**src/rtl/switch_scan_ctrl.sv**
```systemverilog
// Slide-switch scanner: 2-flop sync, tick debounce, edge capture, Avalon-MM regs.
// Define SWITCH_SCAN_ANYEDGE_EN to capture falling as well as rising edges.
module switch_scan_ctrl #(
  parameter int          WIDTH           = 18,
  parameter int          CNT_W           = 20,
  parameter int unsigned DEBOUNCE_CYCLES = 500000
) (
  input  logic             clk,
  input  logic             reset,
  input  logic [1:0]       address,
  input  logic             chipselect,
  input  logic             write_n,
  input  logic [31:0]      writedata,
  output logic [31:0]      readdata,
  input  logic [WIDTH-1:0] in_port,
  output logic             irq
);

  localparam logic [1:0] ADDR_STATE = 2'd0;
  localparam logic [1:0] ADDR_MASK  = 2'd1;
  localparam logic [1:0] ADDR_CAP   = 2'd2;
  localparam logic [1:0] ADDR_PER   = 2'd3;

  localparam logic [CNT_W-1:0] PER_RST = CNT_W'(DEBOUNCE_CYCLES);
  localparam logic [CNT_W-1:0] CNT_ONE = CNT_W'(1);

  logic [WIDTH-1:0] s1_q, sync_q;
  logic [WIDTH-1:0] samp_q, samp_d;
  logic [WIDTH-1:0] deb_q, deb_d;
  logic [WIDTH-1:0] cap_q, cap_d;
  logic [WIDTH-1:0] mask_q, mask_d;
  logic [CNT_W-1:0] per_q, per_d;
  logic [CNT_W-1:0] cnt_q, cnt_d;
  logic [31:0]      rd_d;

  logic             wr_en, wr_mask, wr_cap, wr_per;
  logic [CNT_W-1:0] per_eff;
  logic             tick;
  logic [WIDTH-1:0] stable, rise, edge_set, clr;
  logic             unused_wd;

  assign unused_wd = &{1'b0, writedata};

  assign wr_en   = chipselect & ~write_n;
  assign wr_mask = wr_en & (address == ADDR_MASK);
  assign wr_cap  = wr_en & (address == ADDR_CAP);
  assign wr_per  = wr_en & (address == ADDR_PER);

  // A zero period behaves as one so the scanner can never stall.
  assign per_eff = (per_q == '0) ? CNT_ONE : per_q;
  assign tick    = ~wr_per & (cnt_q >= (per_eff - CNT_ONE));
  assign cnt_d   = (wr_per | tick) ? '0 : cnt_q + CNT_ONE;

  assign stable = ~(sync_q ^ samp_q);
  assign samp_d = tick ? sync_q : samp_q;
  assign deb_d  = tick ? ((deb_q & ~stable) | (sync_q & stable)) : deb_q;
  assign rise   = deb_d & ~deb_q;

`ifdef SWITCH_SCAN_ANYEDGE_EN
  logic [WIDTH-1:0] fall;
  assign fall     = deb_q & ~deb_d;
  assign edge_set = rise | fall;
`else
  assign edge_set = rise;
`endif

  // New edges override a simultaneous clear so no event is lost.
  assign clr    = wr_cap ? writedata[WIDTH-1:0] : '0;
  assign cap_d  = (cap_q & ~clr) | edge_set;
  assign mask_d = wr_mask ? writedata[WIDTH-1:0] : mask_q;
  assign per_d  = wr_per ? writedata[CNT_W-1:0] : per_q;

  always_comb begin
    rd_d = '0;
    unique case (address)
      ADDR_STATE: rd_d[WIDTH-1:0] = deb_q;
      ADDR_MASK:  rd_d[WIDTH-1:0] = mask_q;
      ADDR_CAP:   rd_d[WIDTH-1:0] = cap_q;
      ADDR_PER:   rd_d[CNT_W-1:0] = per_q;
      default:    rd_d = '0;
    endcase
  end

  always_ff @(posedge clk or posedge reset) begin
    if (reset) begin
      s1_q     <= '0;
      sync_q   <= '0;
      samp_q   <= '0;
      deb_q    <= '0;
      cap_q    <= '0;
      mask_q   <= '0;
      per_q    <= PER_RST;
      cnt_q    <= '0;
      readdata <= '0;
      irq      <= 1'b0;
    end else begin
      s1_q     <= in_port;
      sync_q   <= s1_q;
      samp_q   <= samp_d;
      deb_q    <= deb_d;
      cap_q    <= cap_d;
      mask_q   <= mask_d;
      per_q    <= per_d;
      cnt_q    <= cnt_d;
      readdata <= rd_d;
      irq      <= |(cap_q & mask_q);
    end
  end

endmodule
```
**config.mk**
```make
export PLATFORM = sky130hd
export DESIGN_NAME = switch_scan_ctrl
export DESIGN_NICKNAME = d
export VERILOG_FILES = /design/src/rtl/switch_scan_ctrl.sv
export SDC_FILE = /design/constraint.sdc
export NUM_CORES = 1
export LEC_CHECK = 0
export BUFFER_PORTS_ARGS = -buffer_cell sky130_fd_sc_hd__buf_2
export CAP_MARGIN = 40
export CORE_AREA = 5 5 120 122
export DETAILED_ROUTE_END_ITERATION = 6
export DIE_AREA = 0 0 125 127
export GPL_TIMING_DRIVEN = 0
export PLACE_DENSITY = 0.76
export SETUP_SLACK_MARGIN = 0.5
export SLEW_MARGIN = 20
export SYNTH_ARGS = -nofsm -noshare
export SYNTH_HDL_FRONTEND = slang
export SYNTH_SLANG_ARGS = --single-unit
```
**constraint.sdc**
```tcl
create_clock -name clk -period 7 [get_ports clk]
set_clock_uncertainty 0.05 [all_clocks]
set_input_delay 1.4 -clock clk [delete_from_list [all_inputs] [get_ports clk]]
set_output_delay 1.4 -clock clk [all_outputs]
set_load 0.01 [all_outputs]
```
==> summary by stage, run 1 <==
Outcome
The run finished with clean final reports.

Cells and area
0 antenna diodes ended up in the layout. The layout cell share with drive strength beyond 1 is 28.3%. The final instance area is a little under 9000 µm². The most common library cell in the layout ignoring fill and taps is dfrtp_1. Compared with the post-synthesis result, the final layout area differs by 16.5%. The finished layout holds 885 standard cells, fillers aside. Cells fill 66.3% of the core in the end.

Leaving out fill and tap cells, the most frequent cells in the layout are 162 x dfrtp_1, 67 x buf_2, 66 x nand2_1. In the final design database the tool counted around 770 nets.

Worst setup path
The worst setup path is captured at a flip-flop. By startpoint and endpoint, the worst setup path is classified as flip-flop to flip-flop. Data on the critical path is required at its endpoint by 7.27 ns. The number of cells on the worst reg-to-reg path is 19. Along the worst path, the maximum fanout reaches 10. The startpoint class of the critical path is a flip-flop. The arrival time of the worst setup path is 5.47 ns.

Yosys
The average size of a mapped cell is about 12 µm². The synthesized design contains 169 register bits. The count of flip-flops with a built-in enable after synthesis is 0. After synthesis the cells add up to 7450 µm². During synthesis, Yosys emitted a total of 0 warnings.

For this run, the leading register cell type out of synthesis is dfrtp_1. The number of instances in the synthesized netlist is 599. The fraction of registers with async set/reset is 100%. Yosys mapped the design onto 47 distinct sky130hd cell types. The share of the yosys chip area belonging to registers is about 57%.

Clock tree
The number of hold buffers added after CTS was 0. TritonCTS built the clock tree. Counting along the longest clock path gives a buffer depth of 2. The total clock buffers created by CTS is 17. The number of buffers added for setup after CTS is 0. The H-tree generated during clock tree synthesis spans 4 levels. Counting every sink on the clock net gives 169. The library cell used as clock root buffer is clkbuf_16. The count of instances resized after the clock tree is built is 0. Clock latency on the worst-skew pair, taken at its later pin, is 0.43 ns. After clock tree synthesis, the clock-pin slew on the worst setup and hold paths is 0.07 ns.

Routing
The first detailed-routing pass ran for 7 iterations. The via count is ~5000. The average routed wire per standard cell is 18.3 µm.

For this run, design rule violations remaining after detail routing come to 0. The total routed wirelength is 16200 µm. The number of vias per cell after detailed routing is 5.79. Once detail routing completed, the nets flagged for antenna violations numbered 0. In this run, the number of DRC markers left after iteration 0 of detailed routing was 379.

Placed design
The instance area at placement is 8080 µm². At the end of routability-driven placement, the weighted congestion stood at 0.886. Detailed placement finished with a half-perimeter wire length of 11700 µm. The number of input and output port buffers inserted is 64. The number of instances in the placed design is 852.

STA
In the final timing run, aggregate negative setup slack is 0 ns. Setup violations remaining at the end of the flow were counted as 0. Derived from the worst setup path, the maximum achievable clock frequency is 0.192 GHz. The routed design could run at a clock period as short as a little over 5 ns. In this run the tightest slew margin relative to its limit is 50.9%. Setup repair after global routing left no endpoint under its margin. The final hold violation count is 0. The number of pins exceeding their max-slew limit in the final report is 0. The worst hold-check slack is 0.299 ns. Of the available clock period, the critical path in the final layout requires 74.2%. For the pin with the worst max-slew slack, the measured transition is around 0.74 ns.

Global route
The pin count of the biggest net entering global routing is 86. In the global route stage, overall resource usage came out at 21.7%. In the global route stage, met1 resource usage came out at 27.5%. The first global-routing pass estimated 27100 µm of wire. The number of global-route vias before repair is 5260.

The met2 demand-to-capacity share in global routing is 36.8%. The met3 track demand over resource is under 10%. The number of antenna violations at the first check in global routing is 0. The total overflow left after global routing is 0. The most used routing layer is met2.

Die
From bottom edge to top edge, the die measures ~130 µm. The die span in x is 125 µm. The initial core utilization is 56.9%. The full die area is ~16000 µm². In this run the core area contains 42 standard-cell rows. Pin placement for this block handled between 80 and 90 I/O pins. The core footprint is 13100 µm².

Power
The largest vdd supply drop is roughly 0.23 mV. In this run the static leakage power is between 0.003 and 0.004 µW. Dividing total power by cell area gives a power density of 302 nW/µm².

Flow run
The max-capacitance violation count is 0.

Hold path
Counting instances, the worst hold path has a depth of 0. The tightest min-delay check is of the flip-flop to flip-flop type.
==> worst max-delay path, stage by stage (launching register included) <==
cell	delay (ns)
dfrtp_1	0.46
or4_4	0.56
or4_4	0.46
nand2b_4	0.18
nor3b_2	0.24
nor2_1	0.09
ha_1	0.22
nand3b_1	0.16
nand2b_1	0.25
nor2_1	0.08
xnor2_1	0.14
ha_1	0.30
nand4_1	0.15
nor4_1	0.33
o21bai_1	0.11
and4_1	0.23
or2_1	0.21
buf_2	0.19
buf_1	0.29
o31ai_1	0.36
==> synth_stat cells (8+ instances only) <==
library cell  instances  share of area, %
dfrtp_1             162                54
nand2_1              66               3.3
mux2_2               55               8.3
o21ai_0              40               2.7
nor2_1               38               1.9
ha_1                 22               3.7
xnor2_1              20               2.4
o211ai_1             18               1.8
o31ai_1              18               1.8
mux4_2               17               5.1
xor2_1               13               1.5
buf_4                12               1.2
clkbuf_1             11              0.55
nand4_1              10              0.84
nor3_1                9              0.60
a21oi_1               8              0.54
buf_1                 8              0.40
==> where the power goes <==
part / internal [µW] / switching, µW / total [µW]
Combinational: 224 / 214 / 438
Clock: 477 / 435 / 912
Sequential: 1130 / 134 / 1270
Total: 1830 / 782 / 2620
==> layout make-up <==
cell class,instances,area [µm²]
Fill cell,938,4410
Sequential cell,169,4240
Multi-Input combinational cell,400,3050
Clock buffer,17,425
Timing Repair Buffer,67,370
Tap cell,176,220
Buffer,34,176
Clock inverter,15,156
Inverter,7,33.8
==> path summary, 6_finish.rpt <==
check | from | end | slack (ns)
min in group asynchronous | reset | s1_q[6] | 0.99
max | per_q[10] | cap_q[10] | 1.80
max reg2reg | per_q[10] | cap_q[10] | 1.80
max in group asynchronous | reset | per_q[17] | 5.11
min | s1_q[11] | sync_q[11] | 0.30
min reg2reg | s1_q[11] | sync_q[11] | 0.30
==> metrics by stage <==
stage,total power (µW),worst slack [ns]
after floorplan,1560,0.986
after global placement,1680,-0.582
after detailed placement,1720,1.85
after CTS,2640,1.80
after global routing,2750,1.42
final,2620,1.80
==> sequential cells by signal, indices dropped and copies added, names as in the netlist <==
| signal | flops |
|---|---|
| s1_q | 18 |
| cnt_q | 20 |
| mask_q | 18 |
| deb_q | 18 |
| per_q | 20 |
| irq | 1 |
| readdata | 20 |
| cap_q | 18 |
| sync_q | 18 |
| samp_q | 18 |
==> cells by family (layout without fill, tap and decap cells) <==
| kind of cell | after synthesis | after routing | synth area share, % |
|---|---|---|---|
| other | 1 | 12 | 0.0504 |
| DFF | 169 | 169 | 56.9 |
| AOI/OAI and AO/OA | 100 | 100 | 8.65 |
| and+or+nand+nor | 159 | 159 | 10.1 |
| muxes | 74 | 74 | 13.9 |
| buffers and inverters | 41 | 140 | 2.72 |
| xor gates and xnor gates | 33 | 33 | 3.88 |
| adders and majority gates | 22 | 22 | 3.70 |
==> routing by layer <==
metal,vias to the layer above,wire length [µm],share of wire [%]
met2,174,8260,51
met3,32,809,5.0
met1,2563,6690,41
met5,-,0,0
met4,0,463,2.9
li1,2352,-,-
No activity file was read; power rests on OpenSTA's default activity.
==> inputs of run 2 (changes only) <==
--- a/config.mk
+++ b/config.mk
@@ -5,13 +5,14 @@
 export SDC_FILE = /design/constraint.sdc
 export NUM_CORES = 1
 export LEC_CHECK = 0
+export ABC_AREA = 1
 export BUFFER_PORTS_ARGS = -buffer_cell sky130_fd_sc_hd__buf_2
 export CAP_MARGIN = 40
-export CORE_AREA = 5 5 120 122
+export CORE_AREA = 5 5 123 125
 export DETAILED_ROUTE_END_ITERATION = 6
-export DIE_AREA = 0 0 125 127
+export DIE_AREA = 0 0 128 130
 export GPL_TIMING_DRIVEN = 0
-export PLACE_DENSITY = 0.76
+export PLACE_DENSITY = 0.77
 export SETUP_SLACK_MARGIN = 0.5
 export SLEW_MARGIN = 20
 export SYNTH_ARGS = -nofsm -noshare
==> constraint.sdc (replaced) <==
create_clock -name clk -period 4.99 [get_ports clk]
set_clock_uncertainty 0.05 [all_clocks]
set_input_delay 0.998 -clock clk [delete_from_list [all_inputs] [get_ports clk]]
set_output_delay 0.998 -clock clk [all_outputs]
set_load 0.01 [all_outputs]
==> summary by stage, run 2 <==
Yosys
The most numerous cell in the Yosys netlist is nand2_1. For this run, the register share of the synthesized area comes to a little over half. The mapped cell area is 7950 µm². In this run, synthesis produced a sequential element count of around 170. The number of unique standard cell types used by synthesis is 38. The total of warnings raised by yosys is 0. The proportion of synthesized area in mux cells is 0%.

Among all flip-flop cells after synthesis, the most frequent one is dfrtp_1. The basic-gate share of the synthesized area counting and, or, nand and nor cells is 22.2%. The number of instances in the synthesized netlist is 890.

The post-synthesis share of cell area spent on full adders, half adders and majority gates is 5.73%. The average size of a mapped cell is 8.93 µm². Yosys attributes the largest share of cell area to dfrtp_1 51%, nand2_1 11%, o21ai_0 4.5%, inv_1 4.1%, ha_1 3.5%.

The area share of the leading cell type in the synthesized netlist is 51.0%. In this run, synthesis inferred 0 flip-flops with an integrated enable. The synthesized netlist devotes 7.90% of its cell area to compound gates. In the synthesized netlist, the cells that appear most often are 235 x nand2_1, 162 x dfrtp_1, 87 x inv_1. The synthesized netlist devotes 3.09% of its cell area to XOR and XNOR gates. After synthesis, the share of flip-flops with an asynchronous set or reset is 100%.

The biggest area contributor in the post-synthesis netlist is dfrtp_1. The combinational family with the most area after synthesis is simple AND/OR/NAND/NOR gates.

Worst setup path
The maximum fanout encountered on the critical timing path is 10. The critical path is of the flip-flop to flip-flop type. Measured in cells, the most critical reg-to-reg path has a length of 27.

The longest individual stage delay on the worst path is 0.58 ns. The endpoint identified for the worst register-to-register timing path is deb_q[4]. In this run the worst setup path begins at per_q[15]. The critical path contains buffers and inverters numbering 5 combined.

Setup slack on the worst reg-to-reg path comes out at 0.90 ns. The arrival time of the worst setup path is 4.35 ns. STA classifies the critical path endpoint as a flip-flop. STA puts the critical path data required time at 5.25 ns. The cell family contributing the most delay on the critical path is simple AND/OR/NAND/NOR gates. The cell repeated most along the worst path is nand2_1.

In this run the critical register-to-register path is launched from per_q[15]. The cell at the slowest stage of the critical path is dfstp_2. The startpoint class of the critical path is a flip-flop.

Cells and area
The number of inserted diodes is 0. Cells fill 67.0% of the core in the end. Leaving out fill and tap cells, the most frequent cell in the layout is nand2_1.

Leaving out fill and tap cells, the most frequent cells in the layout are 235 x nand2_1, 162 x dfrtp_1, 86 x inv_1. The final instance area is 9230 µm². In the final layout, the registers with the most flip-flops are cnt_q: 20 flops, per_q: 20 flops, readdata: 20 flops. Cells with a size suffix above 1 make up 15.9% of the layout. Leaving out filler cells and counting taps, the final layout contains 1182. The area growth from synthesis to layout is 16.1%. The final layout net count is 1067. The layout has around 1200 filler cells.

Global route
The number of global-route vias before repair is 6378. The number of antenna violations at the first check in global routing is 0. The overall overflow remaining after global route is 0. Entering global routing, the biggest net connects 36 pins.

The first global-routing pass estimated between 30000 and 40000 µm of wire. Global routing used 23.4% of the available tracks across all layers.

Die
The die is 130 µm tall. The full die area is 16600 µm². The site row count is 43. The initial core utilization is 57.7%. In this run the count of I/O pins placed on the die edge is 89. The core region is 13800 µm². The die span in x is 128 µm.

Clock tree
The worst-skew pair later-pin latency is 0.43 ns. Counting every sink on the clock net gives 169. The CTS tree is built. The number of buffers added for setup after CTS is 0. The H-tree depth is 4.

The clock transition at the register clock pins on the worst setup and hold paths after CTS is 0.07 ns. The count of instances resized after the clock tree is built is 0. Buffers inserted to repair hold after CTS numbered 0. In this run, CTS created clock tree buffers numbering 17. The cell sitting at the root of the clock tree is a clkbuf_16. The deepest clock path buffer count is 2.

Hold path
Along the worst hold path, the cell count comes to 0. For hold timing, the worst endpoint is sync_q[17]. In this run the most critical hold path is launched from s1_q[17]. The class of the worst hold path is flip-flop to flip-flop.

STA
Setup repair after global routing left no endpoint under its margin. The worst pin sits at a relative slew slack of 63.3%. Setup violations remaining at the end of the flow were counted as 0. Derived from the worst setup path, the maximum achievable clock frequency is around 0.24 GHz.

The final hold violation count came to 0. Summed over all failing endpoints, the final setup total negative slack is 0 ns. The number of pins exceeding their max-slew limit in the final report was 0. The worst path uses 81.9% of the clock period. The final worst slack is 0.904 ns. Counting I/O delays and the setup requirement, the final critical path takes 4.09 ns. The transition time at the pin with the least slew margin is around 0.55 ns.

Routing
Before antenna repair, the detailed router went through 7 iterations. Once detail routing completed, the nets flagged for antenna violations numbered 0. After detailed routing, the number of vias per cell comes to about 5.3. After detailed routing, the average wire length per cell comes to 15.5 µm.

The total routed wirelength is 18300 µm. The number of DRC violations after detailed routing is 0. The count of routing violations after the opening detailed-route iteration is 436. The detailed router placed 6317 vias in this run.

Placed design
The post-detailed-placement half-perimeter wirelength is 13800 µm. The number of input and output port buffers inserted is 64. The number of instances in the placed design is 1150. Timing analysis after detailed placement gives a worst setup slack of 0.938 ns. At the end of routability-driven placement, the weighted congestion stood at between 0.9 and 1. The instance area at placement is 8640 µm².

Power
The largest vdd supply drop is 0.347 mV. In this run the static leakage power is 0.00470 µW. The power density normalized to cell area is approximately 440 nW/µm².

Outcome
The run finished with clean final reports.

Flow run
Across the run, the number of max-cap violations was 0.
==> run 2: cell types whose count changed after synthesis, sizes merged, moves of 20 or more <==
cell,before,now
nor2,38,70
inv,7,89
nand2,66,240
nand3,6,56
mux2,55,0
nand4,10,30
o21ai,40,83
==> run 2: worst register-to-register path: cells and delay by family (launching register included) <==
family | cells | cell delay (ns)
and+or+nand+nor | 19 | 2.05
buffers and inverters | 5 | 0.66
DFF | 1 | 0.58
adders and majority gates | 2 | 0.47
xor gates and xnor gates | 1 | 0.15
==> run 2: kinds of logic after synthesis <==
logic type               count (synthesis)
buffers and inverters                  130
AND/OR/NAND/NOR                        405
AO/OA/AOI/OAI                          117
other                                    1
adder cells (fa/ha/maj)                 40
flip-flops                             169
XOR/XNOR                                28
==> run 2: worst max path at each step <==
stage	endpoint	slack, ns	depth (start not counted)
after floorplan	samp_q[4]	1.59	27
after global placement	readdata[19]	0.84	2
after global routing	deb_q[8]	0.56	27
after detailed placement	deb_q[4]	0.94	27
after CTS	deb_q[10]	0.92	27
final	deb_q[4]	0.90	27
==> run 2: stage by stage <==
step	hold WS, ns	total power [µW]
2_1_floorplan	0.281	2530
3_3_place_gp	0.281	2780
3_5_place_dp	0.286	2830
4_1_cts	0.296	4120
5_1_grt	0.307	4380
6_report	0.295	4100
==> run 2: final cells by class <==
cell class	instances	area [µm²]	share of cell area (%)
flip-flops and latches	169	4240	45.9
multi-input cells	602	3140	34.0
repair buffers	69	428	4.64
clock buffers	17	425	4.61
inverters	89	338	3.66
plain buffers	41	275	2.98
well taps	180	225	2.44
clock inverters	15	155	1.68
==> run 2: layer usage <==
metal  vias up  routed length [µm]  GRT usage [%]
li1       3063                   -              -
met1      2970                7380           27.9
met2       228                9170           40.4
met3        56                 973           4.83
met4         0                 760           12.2
met5         -                   0              0
==> run 2: where the power goes <==
group          internal [µW]  switching, µW  total [µW]
clock network            706            578        1280
registers               1680            237        1920
logic                    363            537         900
total                   2750           1350        4100
==> inputs of run 3 (changes only) <==
==> constraint.sdc (replaced) <==
create_clock -name clk -period 4 [get_ports clk]
set_clock_uncertainty 0.05 [all_clocks]
set_input_delay 0.8 -clock clk [delete_from_list [all_inputs] [get_ports clk]]
set_output_delay 0.8 -clock clk [all_outputs]
set_load 0.01 [all_outputs]
==> summary by stage, run 3 (synthesis gave the netlist of run 2 again) <==
Outcome
The flow ran to the end, and the final reports show no timing, DRC or antenna violations.

Worst setup path
The maximum fanout encountered on the critical timing path is 5. STA classifies the critical path startpoint as a flip-flop. For the worst setup path, the data arrival time is just under 4 ns.

The class of the most critical setup path is flip-flop to flip-flop. By instance count, the cell type seen most on the critical path is nand2_2. STA classifies the critical path endpoint as a flip-flop. At the worst endpoint, the required time is 4.31 ns. The cell at the slowest stage of the critical path is dfstp_2.

The longest individual stage delay on the worst path is 0.56 ns.

STA
The final worst slack is 0.430 ns. The worst slew margin relative to its limit is 61.5%. The final hold violation count is 0.

Setup repair after global routing could not meet its margin everywhere. Summed over all failing endpoints, the final setup total negative slack is 0 ns. The number of endpoints failing setup at the final stage is 0.

For this run, the top clock speed supported by timing is 0.280 GHz. The worst hold-check slack is 0.294 ns. The fraction of the cycle the final worst path needs is between 80% and 90%. The transition time at the pin with the least slew margin is approximately 0.58 ns.

The minimum clock period is between 3 and 4 ns. The number of pins exceeding their max-slew limit in the final report was 0.

Placed design
The count of buffers added on input and output ports is 64. The final weighted congestion in routability-driven placement is 0.909. The worst slack at placement is -0.0521 ns. Detailed placement ended at an HPWL of 13800 µm.

Power
For this design the total switching power over the nets is between 1500 and 2000 µW. Of the total power, registers draw 45.3%. The clock network burns between 30 and 40% of the power.

The internal power of the cells totals 3530 µW. The power density normalized to cell area is around 540 nW/µm². Across the VDD grid, the largest voltage drop is 0.456 mV. The design draws 5330 µW. The static power due to leakage is 0.00491 µW. In this run switching power makes up 33.8% of total power. Of the total power, combinational logic draws between 20% and 30%.

Cells and area
Leaving out fill and tap cells, the most frequent cell in the layout is nand2_1. The number of inserted diodes is 0. The final-layout fill cell count is roughly 1100.

The largest registers in the layout are cnt_q: 20 flops, per_q: 20 flops, readdata: 20 flops. The area occupied by multi-input gates is 3370 µm². Summing all flip-flop and latch instances after layout gives about 4200 µm². The area growth from synthesis to layout is 23.9%. After the last flow step, the layout net total stands at between 1000 and 1500.

The layout cell share with drive strength beyond 1 is 24.1%. The core utilization of the finished layout is ~70%. In the layout the commonest cells are 200 x nand2_1, 161 x dfrtp_1, 79 x inv_1.

Routing
In the routed layout, each cell is associated on average with a via count of 5.48. The detail route stage leaves a number of antenna-violating nets equal to 0. The via count is 6642. Dividing the detail-routed wire length by the instance count gives 16.6 µm. For this run, design rule violations remaining after detail routing come to 0. The first-pass detailed-route iteration total is 5. The total routed wirelength is 20100 µm. The count of routing violations after the opening detailed-route iteration is 382.

Die
89 I/O pins were placed. The core region is 13800 µm². In this run the horizontal extent of the chip is 128 µm. The overall die height is 130 µm. After floorplanning, the core was divided into 43 placement rows.

The die covers 16600 µm². The initial core utilization is between 50% and 60%.

Clock tree
In this run the clock root is driven by a clkbuf_16. TritonCTS built the clock tree. The total clock buffers created by CTS is 17.

The clock reaches the later pin of the worst-skew pair after ~0.43 ns. The clock net sink count is 169. The clock transition at the register clock pins on the worst setup and hold paths after CTS is 0.07 ns. Hold repair after CTS inserted 0 buffers. The H-tree depth is 4. The longest clock path from root to sink contains 2 buffers.

Global route
The number of global-route vias before repair is 6613. Across every metal layer, demand over resource in global routing totals between 20 and 25%. The total overflow left after global routing is 0. The number of antenna violations at the first check in global routing came to 0. Entering global routing, the biggest net connects 36 pins. The first-pass GRT wire length is 31900 µm.

Flow run
The max-capacitance violation count is 0.

Hold path
The class of the worst hold path is flip-flop to flip-flop.
[run 3: layout make-up]
cell class	count	share of cell area, %
Multi-Input combinational cell	602	34.2
Sequential cell	169	43.0
Tap cell	180	2.29
Buffer	41	3.23
Timing Repair Buffer	98	7.93
Clock buffer	17	4.32
Inverter	89	3.43
Clock inverter	15	1.58
[run 3: what timing repair did]
item | CTS | global route
resized for setup | 32 | 60
setup buffers | 20 | 2
setup endpoints to repair | 74 | 74
gates cloned | 2 | 5
pin swaps | 16 | 35
[run 3: power by group through the flow]
stage | combinational, µW | sequential, µW | clock [µW]
after floorplan | 794 | 2370 | 0
after global placement | 1070 | 2400 | 0
after detailed placement | 1110 | 2420 | 0
after CTS | 1210 | 2380 | 1630
after global routing | 1480 | 2460 | 1710
final | 1300 | 2420 | 1610
[run 3: through the flow]
step	cell area, µm²	cells
after detailed placement	8640	1150
after floorplan	7990	901
after global placement	8540	1145
after CTS	9510	1204
after global routing	9850	1211
final	9850	1211
[run 3: worst paths after layout]
| check | from | end | slack [ns] | cells after the start |
|---|---|---|---|---|
| max reg2reg | per_q[15] | cap_q[15] | 0.43 | 27 |
| max in group asynchronous | reset | per_q[15] | 2.67 | 4 |
| max | per_q[15] | cap_q[15] | 0.43 | 27 |
| min reg2reg | s1_q[3] | sync_q[3] | 0.29 | 0 |
| min in group asynchronous | reset | samp_q[3] | 0.36 | 2 |
| min | s1_q[3] | sync_q[3] | 0.29 | 0 |
[run 3: critical path, delay by kind of cell, from the launching register on]
| family | cells | cell delay [ns] |
|---|---|---|
| simple gates | 18 | 1.73 |
| buf+inv | 6 | 0.60 |
| flops | 1 | 0.56 |
| fa+ha+maj | 2 | 0.42 |
| xor+xnor | 1 | 0.14 |
[run 3: layer usage]
layer / vias to the layer above / GRT usage (%) / wire length [µm]
li1: 3129 / - / -
met1: 3134 / 28.7 / 7540
met2: 295 / 42.6 / 10200
met3: 84 / 5.03 / 1240
met4: 0 / 13.3 / 1140
met5: - / 0 / 0
